File: src/rtl/i2c_cmd_sequencer.sv
// Replays a small table of 32-bit I2C master commands: write each to CMD,
// poll status until not busy, record errors, then wait an interval and repeat.
module i2c_cmd_sequencer #(
  parameter int NCMDS   = 4,
  parameter int TMRBITS = 24,
  parameter int SETTLE  = 4
) (
  input  logic        i_clk,
  input  logic        i_rst_n,
  input  logic        i_wb_cyc,
  input  logic        i_wb_stb,
  input  logic        i_wb_we,
  input  logic [3:0]  i_wb_addr,
  input  logic [31:0] i_wb_data,
  output logic        o_wb_ack,
  output logic        o_wb_stall,
  output logic [31:0] o_wb_data,
  output logic        o_m_cyc,
  output logic        o_m_stb,
  output logic        o_m_we,
  output logic [5:0]  o_m_addr,
  output logic [31:0] o_m_data,
  output logic [3:0]  o_m_sel,
  input  logic        i_m_ack,
  input  logic        i_m_stall,
  input  logic        i_m_err,
  input  logic [31:0] i_m_data,
  output logic        o_int
);
  localparam int IW = (NCMDS > 1) ? $clog2(NCMDS) : 1;
  localparam int SW = $clog2(SETTLE + 1) + 1;
  localparam logic [3:0] NC4 = 4'(NCMDS);

  typedef enum logic [2:0] {ST_IDLE, ST_ISSUE, ST_SETTLE, ST_POLL, ST_NEXT, ST_WAIT} state_t;
  state_t state, nxt;

  logic               enable, stop_on_err, halted, last_err;
  logic [TMRBITS-1:0] interval, tmr;
  logic [SW-1:0]      scnt;
  logic [2:0]         idx;
  logic [IW-1:0]      idx_i;
  logic [7:0]         pass_count;
  logic [NCMDS-1:0]   err_flags;
  logic [31:0]        tbl [NCMDS];
  logic [31:0]        rd;
  logic               wb_wr, ack_ev, busy, rec_err, last, halt, start;
  logic               unused_bits;

  assign o_wb_stall  = 1'b0;
  assign o_m_addr    = '0;
  assign o_m_sel     = 4'hf;
  assign idx_i       = idx[IW-1:0];
  assign wb_wr       = i_wb_cyc & i_wb_stb & i_wb_we;
  assign ack_ev      = o_m_cyc & (i_m_ack | i_m_err);
  assign busy        = i_m_data[31] & ~i_m_err;
  assign rec_err     = i_m_err | i_m_data[30];
  assign last        = (idx == 3'(NCMDS - 1));
  assign halt        = last_err & stop_on_err;
  // A new master cycle opens only from ISSUE/POLL when no cycle is in flight.
  assign start       = (state == ST_ISSUE || state == ST_POLL) && !o_m_cyc && enable;
  assign unused_bits = ^i_m_data[29:0];

  always_ff @(posedge i_clk or negedge i_rst_n)
    if (!i_rst_n) state <= ST_IDLE;
    else          state <= nxt;

  always_comb begin
    nxt = state;
    case (state)
      ST_IDLE:   if (enable) nxt = ST_ISSUE;
      ST_ISSUE:
        if (ack_ev)                    nxt = i_m_err ? ST_NEXT : (enable ? ST_SETTLE : ST_IDLE);
        else if (!o_m_cyc && !enable)  nxt = ST_IDLE;
      ST_SETTLE:
        if (!enable)                   nxt = ST_IDLE;
        else if (scnt == '0)           nxt = ST_POLL;
      ST_POLL:
        if (ack_ev) begin
          if (!busy)                   nxt = ST_NEXT;
          else if (!enable)            nxt = ST_IDLE;
        end else if (!o_m_cyc && !enable) nxt = ST_IDLE;
      ST_NEXT:
        if (halt || !enable)           nxt = ST_IDLE;
        else if (!last)                nxt = ST_ISSUE;
        else                           nxt = ST_WAIT;
      ST_WAIT:
        if (!enable)                   nxt = ST_IDLE;
        else if (tmr <= TMRBITS'(1))   nxt = ST_ISSUE;
      default:                         nxt = ST_IDLE;
    endcase
  end

  always_comb begin
    rd = '0;
    case (i_wb_addr)
      4'd0: begin
        rd[31]            = enable;
        rd[30]            = stop_on_err;
        rd[TMRBITS-1:0]   = interval;
      end
      4'd1: begin
        rd[31]            = (state != ST_IDLE);
        rd[30]            = halted;
        rd[26:24]         = idx;
        rd[23:16]         = pass_count;
        rd[NCMDS-1:0]     = err_flags;
      end
      default: rd = '0;
    endcase
  end

  // Table has no reset; writes land whenever, and are picked up on next issue.
  always_ff @(posedge i_clk)
    if (wb_wr && i_wb_addr[3] && ({1'b0, i_wb_addr[2:0]} < NC4))
      tbl[i_wb_addr[IW-1:0]] <= i_wb_data;

  always_ff @(posedge i_clk or negedge i_rst_n) begin
    if (!i_rst_n) begin
      o_wb_ack    <= 1'b0;
      o_wb_data   <= '0;
      o_m_cyc     <= 1'b0;
      o_m_stb     <= 1'b0;
      o_m_we      <= 1'b0;
      o_m_data    <= '0;
      o_int       <= 1'b0;
      enable      <= 1'b0;
      stop_on_err <= 1'b0;
      interval    <= '0;
      halted      <= 1'b0;
      last_err    <= 1'b0;
      tmr         <= '0;
      scnt        <= '0;
      idx         <= '0;
      pass_count  <= '0;
      err_flags   <= '0;
    end else begin
      o_wb_ack <= i_wb_stb;
      o_int    <= 1'b0;
      if (i_wb_stb) o_wb_data <= rd;

      if (ack_ev) begin
        o_m_cyc <= 1'b0;
        o_m_stb <= 1'b0;
        o_m_we  <= 1'b0;
      end else if (start) begin
        o_m_cyc  <= 1'b1;
        o_m_stb  <= 1'b1;
        o_m_we   <= (state == ST_ISSUE);
        o_m_data <= (state == ST_ISSUE) ? tbl[idx_i] : '0;
      end else if (o_m_stb && !i_m_stall) begin
        o_m_stb  <= 1'b0;
      end

      case (state)
        ST_IDLE: if (enable) idx <= '0;
        ST_ISSUE: if (ack_ev) begin
          scnt <= SW'(SETTLE - 1);
          if (i_m_err) begin
            err_flags[idx_i] <= 1'b1;
            last_err         <= 1'b1;
          end
        end
        ST_SETTLE: if (scnt != '0) scnt <= scnt - SW'(1);
        ST_POLL: if (ack_ev && !busy) begin
          err_flags[idx_i] <= rec_err;
          last_err         <= rec_err;
        end
        ST_NEXT:
          if (halt) begin
            halted <= 1'b1;
            enable <= 1'b0;
          end else if (enable) begin
            if (!last) idx <= idx + 3'd1;
            else begin
              idx        <= '0;
              pass_count <= pass_count + 8'd1;
              o_int      <= 1'b1;
              tmr        <= interval;
            end
          end
        ST_WAIT: if (tmr != '0) tmr <= tmr - TMRBITS'(1);
        default: ;
      endcase

      // Bus writes come last so software wins a same-clock collision.
      if (wb_wr) begin
        if (i_wb_addr == 4'd0) begin
          enable      <= i_wb_data[31];
          stop_on_err <= i_wb_data[30];
          interval    <= i_wb_data[TMRBITS-1:0];
        end else if (i_wb_addr == 4'd1) begin
          err_flags <= '0;
          halted    <= 1'b0;
        end
      end
    end
  end
endmodule

File: config.mk
export PLATFORM = sky130hd
export DESIGN_NAME = i2c_cmd_sequencer
export DESIGN_NICKNAME = d
export VERILOG_FILES = /design/src/rtl/i2c_cmd_sequencer.sv
export SDC_FILE = /design/constraint.sdc
export NUM_CORES = 1
export LEC_CHECK = 0
export CAP_MARGIN = 40
export CORE_MARGIN = 5
export CORE_UTILIZATION = 50
export DETAILED_ROUTE_END_ITERATION = 8
export PLACE_DENSITY = 0.74
export SKIP_CTS_REPAIR_TIMING = 1
export SKIP_LAST_GASP = 1
export SYNTH_ARGS = -nofsm -noshare
export SYNTH_HDL_FRONTEND = slang
export SYNTH_SLANG_ARGS = --single-unit
File: constraint.sdc
create_clock -name i_clk -period 2.67 [get_ports i_clk]
set_input_delay 0.534 -clock i_clk [delete_from_list [all_inputs] [get_ports i_clk]]
set_output_delay 0.534 -clock i_clk [all_outputs]
set_load 0.02 [all_outputs]
After elaboration in Yosys (flattened, before gate mapping)
Memory sizes are Yosys's and may differ from the RTL's.
Index checks and enable logic that the tools add are counted.
{"block": "word_totals", "output_inout_bits": 80, "latchBits": 0, "reg_bits": 140, "n_memories": 1, "romBits": 0, "ram_bits": 128}
{"block": "op_classes", "n_eq_ne": 19, "n_div": 0, "reduce_logical": 34, "n_shift": 0, "multipliers": 0, "magnitude_cmp": 4, "n_mux": 70, "n_addsub": 4, "n_bitwise": 11}
{"name": "tbl", "words": 4, "width": 32, "read_ports": 1, "rd_ports_with_merged_regs": 0, "wr": 1, "line": "44", "rtl": "logic [31:0] tbl [NCMDS];"}
{"operator": "24-bit 2-to-1 mux", "count": 4}
{"operator": "3-bit 2-to-1 mux", "count": 18}
{"operator": "24-bit case mux with 2 select lines", "count": 1}
{"operator": "32-bit 2-to-1 mux", "count": 1}
{"operator": "4-bit 2-to-1 mux", "count": 8}
{"operator": "1-bit 2-to-1 mux", "count": 26}
{"operator": "24-bit by 1-bit less-or-equal comparator with 1-bit output, second input constant", "count": 1}
{"operator": "4-bit case mux with 2 select lines", "count": 3}
{"operator": "24-bit nonzero test", "count": 1}
{"operator": "24-bit by 1-bit subtractor with 24-bit output, second input constant", "count": 1}
{"operator": "3-bit case mux with 6 select lines", "count": 1}
{"operator": "2-bit inequality test, second input constant", "count": 8}
{"operator": "8-bit case mux with 2 select lines", "count": 1}
{"operator": "4-bit AND reduction", "count": 4}
{"operator": "12-bit 2-to-1 mux", "count": 1}
{"operator": "2-bit nonzero test", "count": 5}
{"operator": "3-bit by 2-bit == test with 1-bit output, second input constant", "count": 3}
{"operator": "8-bit by 1-bit adder with 8-bit output, second input constant", "count": 1}
{"operator": "1-bit logical AND", "count": 8}
{"operator": "4-bit logical NOT", "count": 2}
{"operator": "3-bit == test, second input constant", "count": 2}
{"operator": "3-bit inequality test, second input constant", "count": 2}
{"operator": "3-bit case mux with 2 select lines", "count": 1}
{"operator": "3-bit nonzero test", "count": 2}
{"operator": "other kinds (25)", "count": 37}

Longest topological paths before layout
Gate-level depths: netlist of run 1.
{"block": "depth", "depth_word": 11, "mapped_depth": 8, "mapped_depth_nobuf": 7}

Worst setup path before layout of run 1
No wires, ideal clock.
{"block": "synth_path", "path_type": "in2reg", "start": "input port i_wb_we", "end": "memory tbl[2][0] (enable)", "setup_slack_ns": -1.014, "setup_time_ns": 0.468, "stages": 4, "arrival_ns": 3.216, "path_cell_list": "nand3_1 nor2_1 nand2_1 nor3b_1"}
{"block": "synth_between", "elab_chain_len": 5}
{"item": "start: declaration", "line": "12", "rtl": "input logic i_wb_we,"}
{"item": "1-bit bitwise AND", "line": "53", "rtl": "assign wb_wr = i_wb_cyc & i_wb_stb & i_wb_we;"}
{"item": "1-bit logical AND (2 in a row)", "line": "114", "rtl": "if (wb_wr && i_wb_addr[3] && ({1'b0, i_wb_addr[2:0]} < NC4))"}
{"item": "1-bit 2-to-1 mux", "line": "114"}
{"item": "1-bit 2-to-1 mux (implied by the code)", "line": "115", "rtl": "tbl[i_wb_addr[IW-1:0]] <= i_wb_data;"}
{"item": "end: declaration", "line": "44"}
No other way between the ends.

Worst setup path in the final report of run 1
{"block": "layout_path", "start": "register tmr[8]", "end": "register tmr[12]"}
{"block": "layout_between", "elab_chain_len": 3, "word_cells_on_any_way": 6, "cone_classes": "add/sub: 1; eq/ne: 1; mux: 2; reduce/logical: 2"}
{"item": "start: declaration", "line": "38", "rtl": "logic [TMRBITS-1:0] interval, tmr;"}
{"item": "start signal: assignment", "line": "178", "rtl": "tmr <= interval;"}
{"item": "start signal: assignment", "line": "181", "rtl": "ST_WAIT: if (tmr != '0) tmr <= tmr - TMRBITS'(1);"}
{"item": "24-bit by 1-bit subtractor with 24-bit output or 24-bit nonzero test (tied branches)", "line": "181"}
{"item": "24-bit 2-to-1 mux or 2-bit inequality test (tied branches)"}
{"item": "24-bit case mux with 2 select lines or 5-bit AND reduction (tied branches)"}
Several ways; a longest one is shown, not always the timed one. The select of a mux whose other input is x is not followed.
A chain may end at the register's enable or synchronous reset.

==> impl_results.md, run 1 <==
* Final setup viols at 0
* Count leader, synth: dfrtp_1
* Skew final at approximately 16 ps
* Synth cell count leaders: dfrtp_1, edfxtp_1, nor2_1
* CTS HTree Levels at 1
* Post-DP Area at between 10000 and 15000 sq um
* Combinational share of power at between 20% and 30%
* Die width at roughly 160 um
* R2r startpoint: tmr[8]
* Critical path launch point type: register
* Cells after synthesis at around 800
* Syn-to-layout area delta at 21.82%
* Pre-CTS WS at 344.5 ps
* Die Ht at ~160 um
* Global-route wire length before repair at 40.08 mm
* WHS at -19.06 ps
* Dpl hpwl at roughly 16 mm
* Post-route ant nets at 0
* R2R Setup Slk at 280 ps
* Final worst setup slack at 285.0 ps
* Required @ worst endpoint at between 3000 and 4000 ps
* Crit Path Max Fanout at 7
* Reg2reg path depth at 5
* Vias at around 7200
* Wl on met1 at about 11 mm
* Diodes inserted at 0
* # clock sinks at about 270
* Switching portion of total power at between 30% and 40%
* CP Cell Sequence: or3_1 > nor4_4 > a31oi_1 > nor2_1 > o311ai_0
* P_int at 8.545 mW
* Initial core utilization at roughly half
* Synth Warn # at 0
* Sequential fraction of design power at between 40 and 50%
* Clk_lat worst skew at 520 ps
* Drt first pass iters at 5
* Layout cell share with drive strength beyond 1 at approximately 16%
* Pin count of the biggest net entering global routing at 60
* PD cells at 906.7 nW/um^2
* R2R Path End: tmr[12]
* I/O Pins at 156
* Clock Path Buffers at 3
* Min cycle time layout at between 2000 and 2500 ps
* Status: complete, but fails checks
* Clk network pwr share at between 20 and 30%
* Clock buffer count from CTS at 26
* Routability cong. at approximately 0.9
* Fin util at between 60% and 70%
* Clock root cell: clkbuf_16
* Uppermost layer routed: met4
* WS Path Type: register to register
* Fin. Hold Viols at 7
* Metal2 WL at ~12 mm
* Slew Limit Fails at 0
* Via density at about 6
* Critical Path End Type: register
* Critical Path AT at around 2800 ps
* DRC Markers at 0
* RSZ-0062 raised after global routing: false
* Post-Route Setup TNS at 0 ps
* Switching power at between 3 and 4 mW
* Lkg Pwr at 5.112 nW
* Hold Crit Class: primary input to async pin
* Peak supply drop at slightly above 500 uV
* First DRT Iteration DRCs at just under 600
* Row cnt at 54
* Sequential area share after synthesis at 65.70%
* TritonCTS clock tree: built
* Number of synthesized flops with an enable pin at ~130
* Final cell count without fillers at around 1200
* Area leader, netlist: edfxtp_1
* CP max-delay cell: or3_1
* Final instance area at roughly 14000 sq um
* Failing checks: negative hold slack
* Number of synthesized register bits at ~270
* Dominant cells by area after synthesis: edfxtp_1, dfrtp_1, mux4_2
* Met3 Routed Length at 1.510 mm
* Yosys cell types at 66
* Ys flop type: dfrtp_1
* Fmax at between 0.4 and 0.5 GHz
* Number of I/O port buffers at approximately 110
* GRT Resource Usage Total at about a fifth
* Final #Nets at between 1000 and 1500
* WL final at approximately 25 mm
* Clock slew at reported path FFs at ~70 ps
* Core footprint at between 20000 and 25000 sq um
* Vias in the first global route at 7208
* Post-synthesis cell area at 11180 sq um
* Total power at between 10 and 15 mW
* Final worst path period share at roughly 89%
* Yosys top cell area share at between 30% and 40%
* Placed insts at between 1000 and 1500
* Grt total ovfl at 0
* Max incr delay on CP at ~530 ps
* Antenna violations before repair at 0
* Worst slew margin at a little over half
* Die area at 25460 sq um
* Crit path buf inv count at 0
* Maximum capacitance violations at 0
* Worst slew pin tran at 699.2 ps
* Post-synth ARST share at 52.24%
* Routed WL per cell at roughly 20 um
* Delay-heaviest family, CP: simple AND/OR/NAND/NOR gates
* Average size of a mapped cell at between 10 and 15 sq um
## final cells by class
cell class	count	area, sq um
Tap cell	280	350.3
Inverter	31	116.4
Clock inverter	17	170.2
Clock buffer	31	700.7
Sequential cell	268	7348
Fill cell	1622	8268
Timing Repair Buffer	145	1438
Multi-Input combinational cell	454	3500
## layout by cell type, fill, tap and decap left out, drive strengths merged, types with 31 or more instances in the layout
| master | synthesis | layout |
|---|---|---|
| a22o | 35 | 35 |
| o21ai | 39 | 39 |
| nor2 | 45 | 45 |
| buf | 32 | 36 |
| nand3 | 34 | 34 |
| mux4 | 32 | 32 |
| edfxtp | 128 | 128 |
| nand2 | 41 | 41 |
| clkdlybuf4s50 | 0 | 109 |
| inv | 30 | 32 |
| dfrtp | 140 | 140 |
| clkbuf | 28 | 31 |
| a21oi | 33 | 33 |
## how the worst max path moves through the flow
stage	start	endpoint	slack (ps)	cells past startpoint
6_report	tmr[8]	tmr[12]	280	5
5_1_grt	tmr[1]	tmr[12]	70	7
4_1_cts	tmr[8]	tmr[12]	310	5
3_5_place_dp	tmr[12]	tmr[12]	340	5
3_3_place_gp	tmr[12]	tmr[12]	360	5
2_1_floorplan	i_wb_we	tbl[2][0]	80	4
## state kept, by name, indices dropped and copies added, names as in the netlist
register     cells
tbl            128
o_m_data        32
o_wb_data       29
interval        24
tmr             24
pass_count       8
err_flags        4
scnt             4
idx              3
state            3
enable           1
halted           1
last_err         1
o_int            1
o_m_cyc          1
o_m_stb          1
o_m_we           1
o_wb_ack         1
stop_on_err      1
## metal layers
| layer | vias up | GRT usage [%] |
|---|---|---|
| met5 | - | 0 |
| met4 | 0 | 3.877 |
| met3 | 35 | 2.822 |
| met2 | 245 | 31.22 |
| met1 | 3603 | 28.47 |
| li1 | 3284 | - |
## power groups by stage
| stage | Clock [mW] | Sequential, mW | Combinational (mW) |
|---|---|---|---|
| finish | 3.65 | 5.37 | 3.33 |
| global route | 3.90 | 5.44 | 3.63 |
| CTS | 3.73 | 5.37 | 3.37 |
| detailed placement | 0 | 5.43 | 3.32 |
| global placement | 0 | 5.42 | 3.26 |
| floorplan | 0 | 5.59 | 1.95 |
## worst register-to-register path: stages, from the launching register on
cell	delay, ps
dfrtp_1	440
or3_1	530
nor4_4	400
a31oi_1	160
nor2_1	480
o311ai_0	220
## kinds of logic after synthesis
group                    count (synthesis)  share of synthesized area (%)
flip-flops                             268                          65.70
XOR/XNOR                                 7                         0.5482
AO/OA/AOI/OAI                          182                          11.24
other                                    2                        0.06715
adder cells (fa/ha/maj)                 10                          1.119
multiplexers                            58                          9.051
AND/OR/NAND/NOR                        183                          8.469
buffers and inverters                   91                          3.804
(Power assumes the default switching activity.)
==> inputs of run 2 (changes only) <==
--- a/config.mk
+++ b/config.mk
@@ -7,9 +7,9 @@
 export LEC_CHECK = 0
 export CAP_MARGIN = 40
 export CORE_MARGIN = 5
-export CORE_UTILIZATION = 50
+export CORE_UTILIZATION = 45
 export DETAILED_ROUTE_END_ITERATION = 8
-export PLACE_DENSITY = 0.74
+export PLACE_DENSITY = 0.68
 export SKIP_CTS_REPAIR_TIMING = 1
 export SKIP_LAST_GASP = 1
 export SYNTH_ARGS = -nofsm -noshare
==> run 2 against run 1 <==
  * The run now ends clean
  * Sequential share of layout area decreased by 0.74 points
  * First-iteration DRC count shrank 5.0%
  * Highest routed layer unchanged
  * Die area up 10%
  * Clock skew up 0.59 ps
  * Global-route usage fell by 1.4 points
  * Core utilization down 5.6 points
  * Clock power up 11%
  * Worst hold slack better by 500 ps
  * Register-to-register slack hardly changed
  * Clock-buffer cell count rose by 3
  * Routed wire length up 1.8%
  * Maximum frequency hardly changed
==> impl_results.md, run 2 (synthesized netlist as in run 1, its figures left out) <==
* Status: finished, final reports clean (was complete, but fails checks)
* Final worst path period share at 89.28% (was 89.33%)
* CP max-delay cell: or4_4 (was or3_1)
* First DRT Iteration DRCs at 554 (was 583)
* Critical path launch point type: register (unchanged)
* I/O Pins at 156 (unchanged)
* Drt first pass iters at 5 (unchanged)
* # clock sinks at 268 (unchanged)
* CP Cell Sequence: or4_4 > nor4_4 > a31oi_1 > nor2_1 > o311ai_0 (was or3_1 > nor4_4 > a31oi_1 > nor2_1 > o311ai_0)
* Post-Route Setup TNS at 0 ps (unchanged)
* Row cnt at 57 (was 54)
* Required @ worst endpoint at 3040 ps (about the same)
* Vias in the first global route at 7189 (was 7208)
* WHS at 483.3 ps (was -19.06 ps)
* Skew final at 16.68 ps (was 16.09 ps)
* Final cell count without fillers at 1277 (was 1226)
* Critical Path End Type: register (unchanged)
* Maximum capacitance violations at 0 (unchanged)
* Max FFs per register at 128 (unchanged)
* Antenna violations before repair at 0 (unchanged)
* TritonCTS clock tree: built (unchanged)
* Met2 GRT Util at 29.24% (was 31.22%)
* Fin. Hold Viols at 0 (was 7)
* PD cells at 925.9 nW/um^2 (was 906.7 nW/um^2)
* Max incr delay on CP at 600 ps (was 530 ps)
* Final setup viols at 0 (unchanged)
* Post-route ant nets at 0 (unchanged)
* Worst slew margin at 52.55% (was 53.39%)
* Most frequent cells in the layout: dfrtp_1, edfxtp_1, clkdlybuf4s50_1 (unchanged)
* WL final at 25.24 mm (was 24.79 mm)
* Global-route wire length before repair at 40.68 mm (was 40.08 mm)
* GRT Resource Usage Total at 17.97% (was 19.35%)
* Grt total ovfl at 0 (unchanged)
* DRC Markers at 0 (unchanged)
* GR Util met1 at 25.87% (was 28.47%)
* Routed WL per cell at 19.77 um (was 20.22 um)
* Pin count of the biggest net entering global routing at 60 (unchanged)
* Final #Nets at 1017 (was 1012)
* Core footprint at 24390 sq um (was 21890 sq um)
* Routability cong. at 0.8784 (was 0.9020)
* Layout cell share with drive strength beyond 1 at 16.37% (was 16.17%)
* Critical Path AT at 2750 ps (about the same)
* Hold Crit Class: register to register (was primary input to async pin)
* CTS HTree Levels at 1 (unchanged)
* Worst slew pin tran at 711.8 ps (was 699.2 ps)
* GR peak layer: met2 (unchanged)
* Crit Path Max Fanout at 7 (unchanged)
* Most common cell after layout, fill and taps aside: dfrtp_1 (unchanged)
* Met3 usage at 2.664% (was 2.822%)
* Final instance area at 13810 sq um (was 13620 sq um)
* Lkg Pwr at 5.195 nW (was 5.112 nW)
* R2r startpoint: tmr[12] (was tmr[8])
* Dpl hpwl at 16.73 mm (was 16.08 mm)
* Clock slew at reported path FFs at 60 ps (was 70 ps)
* Vias at 7130 (was 7167)
* Min cycle time layout at 2384 ps (was 2385 ps)
* Peak supply drop at 510.5 uV (was 504.7 uV)
* Clock root cell: clkbuf_16 (unchanged)
* Post-DP Area at 12830 sq um (was 12750 sq um)
* Diodes inserted at 0 (unchanged)
* Number of I/O port buffers at 111 (unchanged)
* Worst setup path startpoint: tmr[12] (was tmr[8])
* Hold Crit Start: pass_count[7]
* RSZ-0062 raised after global routing: false (unchanged)
* Initial core utilization at 45.85% (was 51.09%)
* Clock Path Buffers at 3 (unchanged)
* WS Path Type: register to register (unchanged)
* Placed insts at 1224 (was 1178)
* Syn-to-layout area delta at 23.52% (was 21.82%)
* Clk_lat worst skew at 530 ps (was 520 ps)
* Die Ht at 167.6 um (was 159.6 um)
* Slew Limit Fails at 0 (unchanged)
* Total power at 12.79 mW (was 12.35 mW)
* Fmax at 0.4195 GHz (was 0.4193 GHz)
* Die width at 167.6 um (was 159.6 um)
* Via density at 5.583 (was 5.846)
* Clock buffer count from CTS at 28 (was 26)
* Die area at 28100 sq um (was 25460 sq um)
==> run 2: cell count changes in the layout (fill, tap and decap cells not counted), moves of 2 or more <==
| cell | change |
|---|---|
| clkinv_2 | +3 |
| clkbuf_16 | +2 |
| bufinv_16 | +3 |
| clkinv_1 | +2 |
| clkinvlp_4 | -4 |
==> run 2: layout make-up <==
cell class,count,area (sq um)
Clock inverter,18,219.0
Fill cell,1945,10580
Multi-Input combinational cell,454,3495
Sequential cell,268,7348
Clock buffer,34,754.5
Tap cell,324,405.4
Timing Repair Buffer,148,1475
Inverter,31,116.4
==> run 2: final timing paths <==
check                      cells after the start             to  slack [ps]
hold reg to reg                                1  pass_count[7]         480
setup / recovery                               5        tmr[12]         290
hold / removal                                 1  pass_count[7]         480
setup reg to reg                               5        tmr[12]         290
min in group asynchronous                      2   o_m_data[13]         510
max in group asynchronous                      3    o_m_data[1]        1480
==> run 2: where the power goes <==
group / internal [mW] / switching, mW
Sequential: 4.87 / 0.481
Combinational: 1.60 / 1.78
Clock: 2.49 / 1.56
Total: 8.97 / 3.82
==> run 2: per-stage QoR <==
step | setup WS (ps) | util [%]
final | 286.3 | 56.63
after global routing | 115.5 | 56.63
after CTS | 330.0 | 56.59
after detailed placement | 225.1 | 52.60
after global placement | 222.1 | 52.60
after floorplan | 84.76 | -
==> run 2: per-layer routing <==
metal	vias up	part of all wire, %
met5	-	0
met4	0	2.0
met3	49	5.5
met2	214	48
met1	3578	44
li1	3289	-
==> run 2: worst max-delay path: cells and delay by family (launching register included) <==
kind,cells,cell delay [ps]
flops,1,430
compound gates,2,360
simple gates,3,1440
==> inputs of run 3 (changes only) <==
--- a/config.mk
+++ b/config.mk
@@ -6,7 +6,7 @@
 export NUM_CORES = 1
 export LEC_CHECK = 0
 export CAP_MARGIN = 40
-export CORE_MARGIN = 5
+export CORE_MARGIN = 4
 export CORE_UTILIZATION = 45
 export DETAILED_ROUTE_END_ITERATION = 8
 export PLACE_DENSITY = 0.68
==> run 3 against run 2 <==
  * Die area down 2.4%
  * Maximum frequency about the same
  * Worst setup slack better by 0.92 ps
  * Flip-flop and latch count unchanged
  * Design area down 0.48%
  * Final cell count down 0.31%
  * Non-clock buffer count down 2
  * Register-to-register slack about the same
  * Routed wire length down 1.1%
  * Largest power group unchanged
==> impl_results.md, run 3 (synthesized netlist as in run 1, its figures left out) <==
* Crit Path Max Fanout at 7 (unchanged)
* Status: finished, final reports clean (unchanged)
* Row cnt at 57 (unchanged)
* Routed WL per cell at 19.62 um (was 19.77 um)
* Final instance area at 13750 sq um (was 13810 sq um)
* CP Cell Sequence: inv_1 > ha_1 > nor3b_1 > and2_1 > nand3_1 > a22o_1 > a221o_1 (was or4_4 > nor4_4 > a31oi_1 > nor2_1 > o311ai_0)
* # clock sinks at 268 (unchanged)
* Drt first pass iters at 5 (unchanged)
* I/O Pins at 156 (unchanged)
* Worst slew pin tran at 689.0 ps (was 711.8 ps)
* Peak supply drop at 434.5 uV (was 510.5 uV)
* Die area at 27440 sq um (was 28100 sq um)
* Post-route ant nets at 0 (unchanged)
* Via density at 5.557 (was 5.583)
* Slew Limit Fails at 0 (unchanged)
* GRT Resource Usage Total at 17.91% (was 17.97%)
* Final setup viols at 0 (unchanged)
* WL final at 24.98 mm (was 25.24 mm)
* Critical path launch point type: register (unchanged)
* RSZ-0062 raised after global routing: false (unchanged)
* Global-route wire length before repair at 40.01 mm (was 40.68 mm)
* Post-Route Setup TNS at 0 ps (unchanged)
* Most common cell after layout, fill and taps aside: dfrtp_1 (unchanged)
* Final worst path period share at 89.24% (was 89.28%)
* Core footprint at 24390 sq um (unchanged)
* DRC Markers at 0 (unchanged)
* Delay-heaviest family, CP: simple AND/OR/NAND/NOR gates (unchanged)
* Max incr delay on CP at 430 ps (was 600 ps)
* Critical Path AT at 2810 ps (was 2750 ps)
* Die width at 165.6 um (was 167.6 um)
* Critical Path End Type: register (unchanged)
* Worst slew margin at 54.07% (was 52.55%)
* Final #Nets at 1014 (was 1017)
* Clock slew at reported path FFs at 60 ps (about the same)
* Most frequent cells in the layout: dfrtp_1, edfxtp_1, clkdlybuf4s50_1 (unchanged)
* PD cells at 912.8 nW/um^2 (was 925.9 nW/um^2)
* Number of I/O port buffers at 111 (unchanged)
* Post-DP Area at 12820 sq um (was 12830 sq um)
* Maximum capacitance violations at 0 (unchanged)
* First DRT Iteration DRCs at 660 (was 554)
* Clk_lat worst skew at 550 ps (was 530 ps)
* Placed insts at 1222 (was 1224)
* Vias at 7074 (was 7130)
* Pin count of the biggest net entering global routing at 60 (unchanged)
* Max FFs per register at 128 (unchanged)
* Fmax at 0.4197 GHz (was 0.4195 GHz)
* Clock root cell: clkbuf_16 (unchanged)
* Lkg Pwr at 5.171 nW (was 5.195 nW)
* CP max-delay cell: nor3b_1 (was or4_4)
* CTS HTree Levels at 1 (unchanged)
* Total power at 12.55 mW (was 12.79 mW)
* TritonCTS clock tree: built (unchanged)
* Fin. Hold Viols at 0 (unchanged)
* Syn-to-layout area delta at 22.92% (was 23.52%)
* Diodes inserted at 0 (unchanged)
* Initial core utilization at 45.85% (unchanged)
* Routability cong. at 0.8823 (was 0.8784)
* Hold Crit Class: primary input to async pin (was register to register)
* Vias in the first global route at 7051 (was 7189)
* Die Ht at 165.6 um (was 167.6 um)
* Final cell count without fillers at 1273 (was 1277)
* Min cycle time layout at 2383 ps (was 2384 ps)
* WS Path Type: register to register (unchanged)
* Crit path buf inv count at 1 (was 0)
* Layout cell share with drive strength beyond 1 at 16.23% (was 16.37%)
* Antenna violations before repair at 0 (unchanged)
* Clock Path Buffers at 3 (unchanged)
* Grt total ovfl at 0 (unchanged)
* Required @ worst endpoint at 3090 ps (was 3040 ps)
* Skew final at 9.208 ps (was 16.68 ps)
* Clock buffer count from CTS at 27 (was 28)
* Dpl hpwl at 16.23 mm (was 16.73 mm)
## run 3: cell types whose count changed in the layout (fill, tap and decap cells not counted), sizes merged
cell / change
buf: -2
clkbuf: +7
clkinvlp: -1
clkinv: -5
bufinv: -3
## run 3: metrics by stage
step / hold WS (ps) / worst slack [ps] / utilization [%]
after floorplan: 238.4 / 84.76 / -
after global placement: 465.5 / 399.1 / 52.56
after detailed placement: 467.2 / 362.7 / 52.56
after CTS: -121.6 / 329.3 / 56.32
after global routing: 483.3 / 97.31 / 56.36
final: 469.5 / 287.2 / 56.36
## run 3: cell type report
type | count | area (sq um)
clock buffer | 41 | 808.3
sequential | 268 | 7348
clock inverter | 9 | 108.9
multi-input combinational | 454 | 3500
fill | 1942 | 10640
timing repair buffer | 146 | 1460
tap | 324 | 405.4
inverter | 31 | 116.4
## run 3: final timing paths
path,start,slack [ps],depth (start not counted),to
worst max-delay path,tmr[1],290,7,tmr[16]
worst min-delay path,i_rst_n,470,2,o_m_data[12]
worst max register to register,tmr[1],290,7,tmr[16]
worst min register to register,pass_count[7],480,1,pass_count[7]
max in group asynchronous,i_rst_n,1460,3,interval[11]
min in group i_clk,pass_count[7],480,1,pass_count[7]
## run 3: power breakdown
group	switching, mW	leakage [nW]	internal [mW]	total [mW]
Combinational	1.75	1.77	1.60	3.36
Sequential	0.473	2.94	4.87	5.35
Clock	1.56	0.457	2.28	3.85
Total	3.79	5.17	8.76	12.5
## run 3: worst reg2reg max path: stages, from the launching register on
cell and delay, ps:
dfrtp_1 420, inv_1 130, ha_1 340, nor3b_1 430, and2_1 320, nand3_1 140
a22o_1 200, a221o_1 300
## run 3: layer usage
layer | wire length, um | part of all wire, % | global-route usage [%]
met5 | 0 | 0 | 0
met4 | 586 | 2.3 | 4.591
met2 | 11510 | 46 | 27.63
met1 | 11410 | 46 | 26.89
met3 | 1475 | 5.9 | 2.884
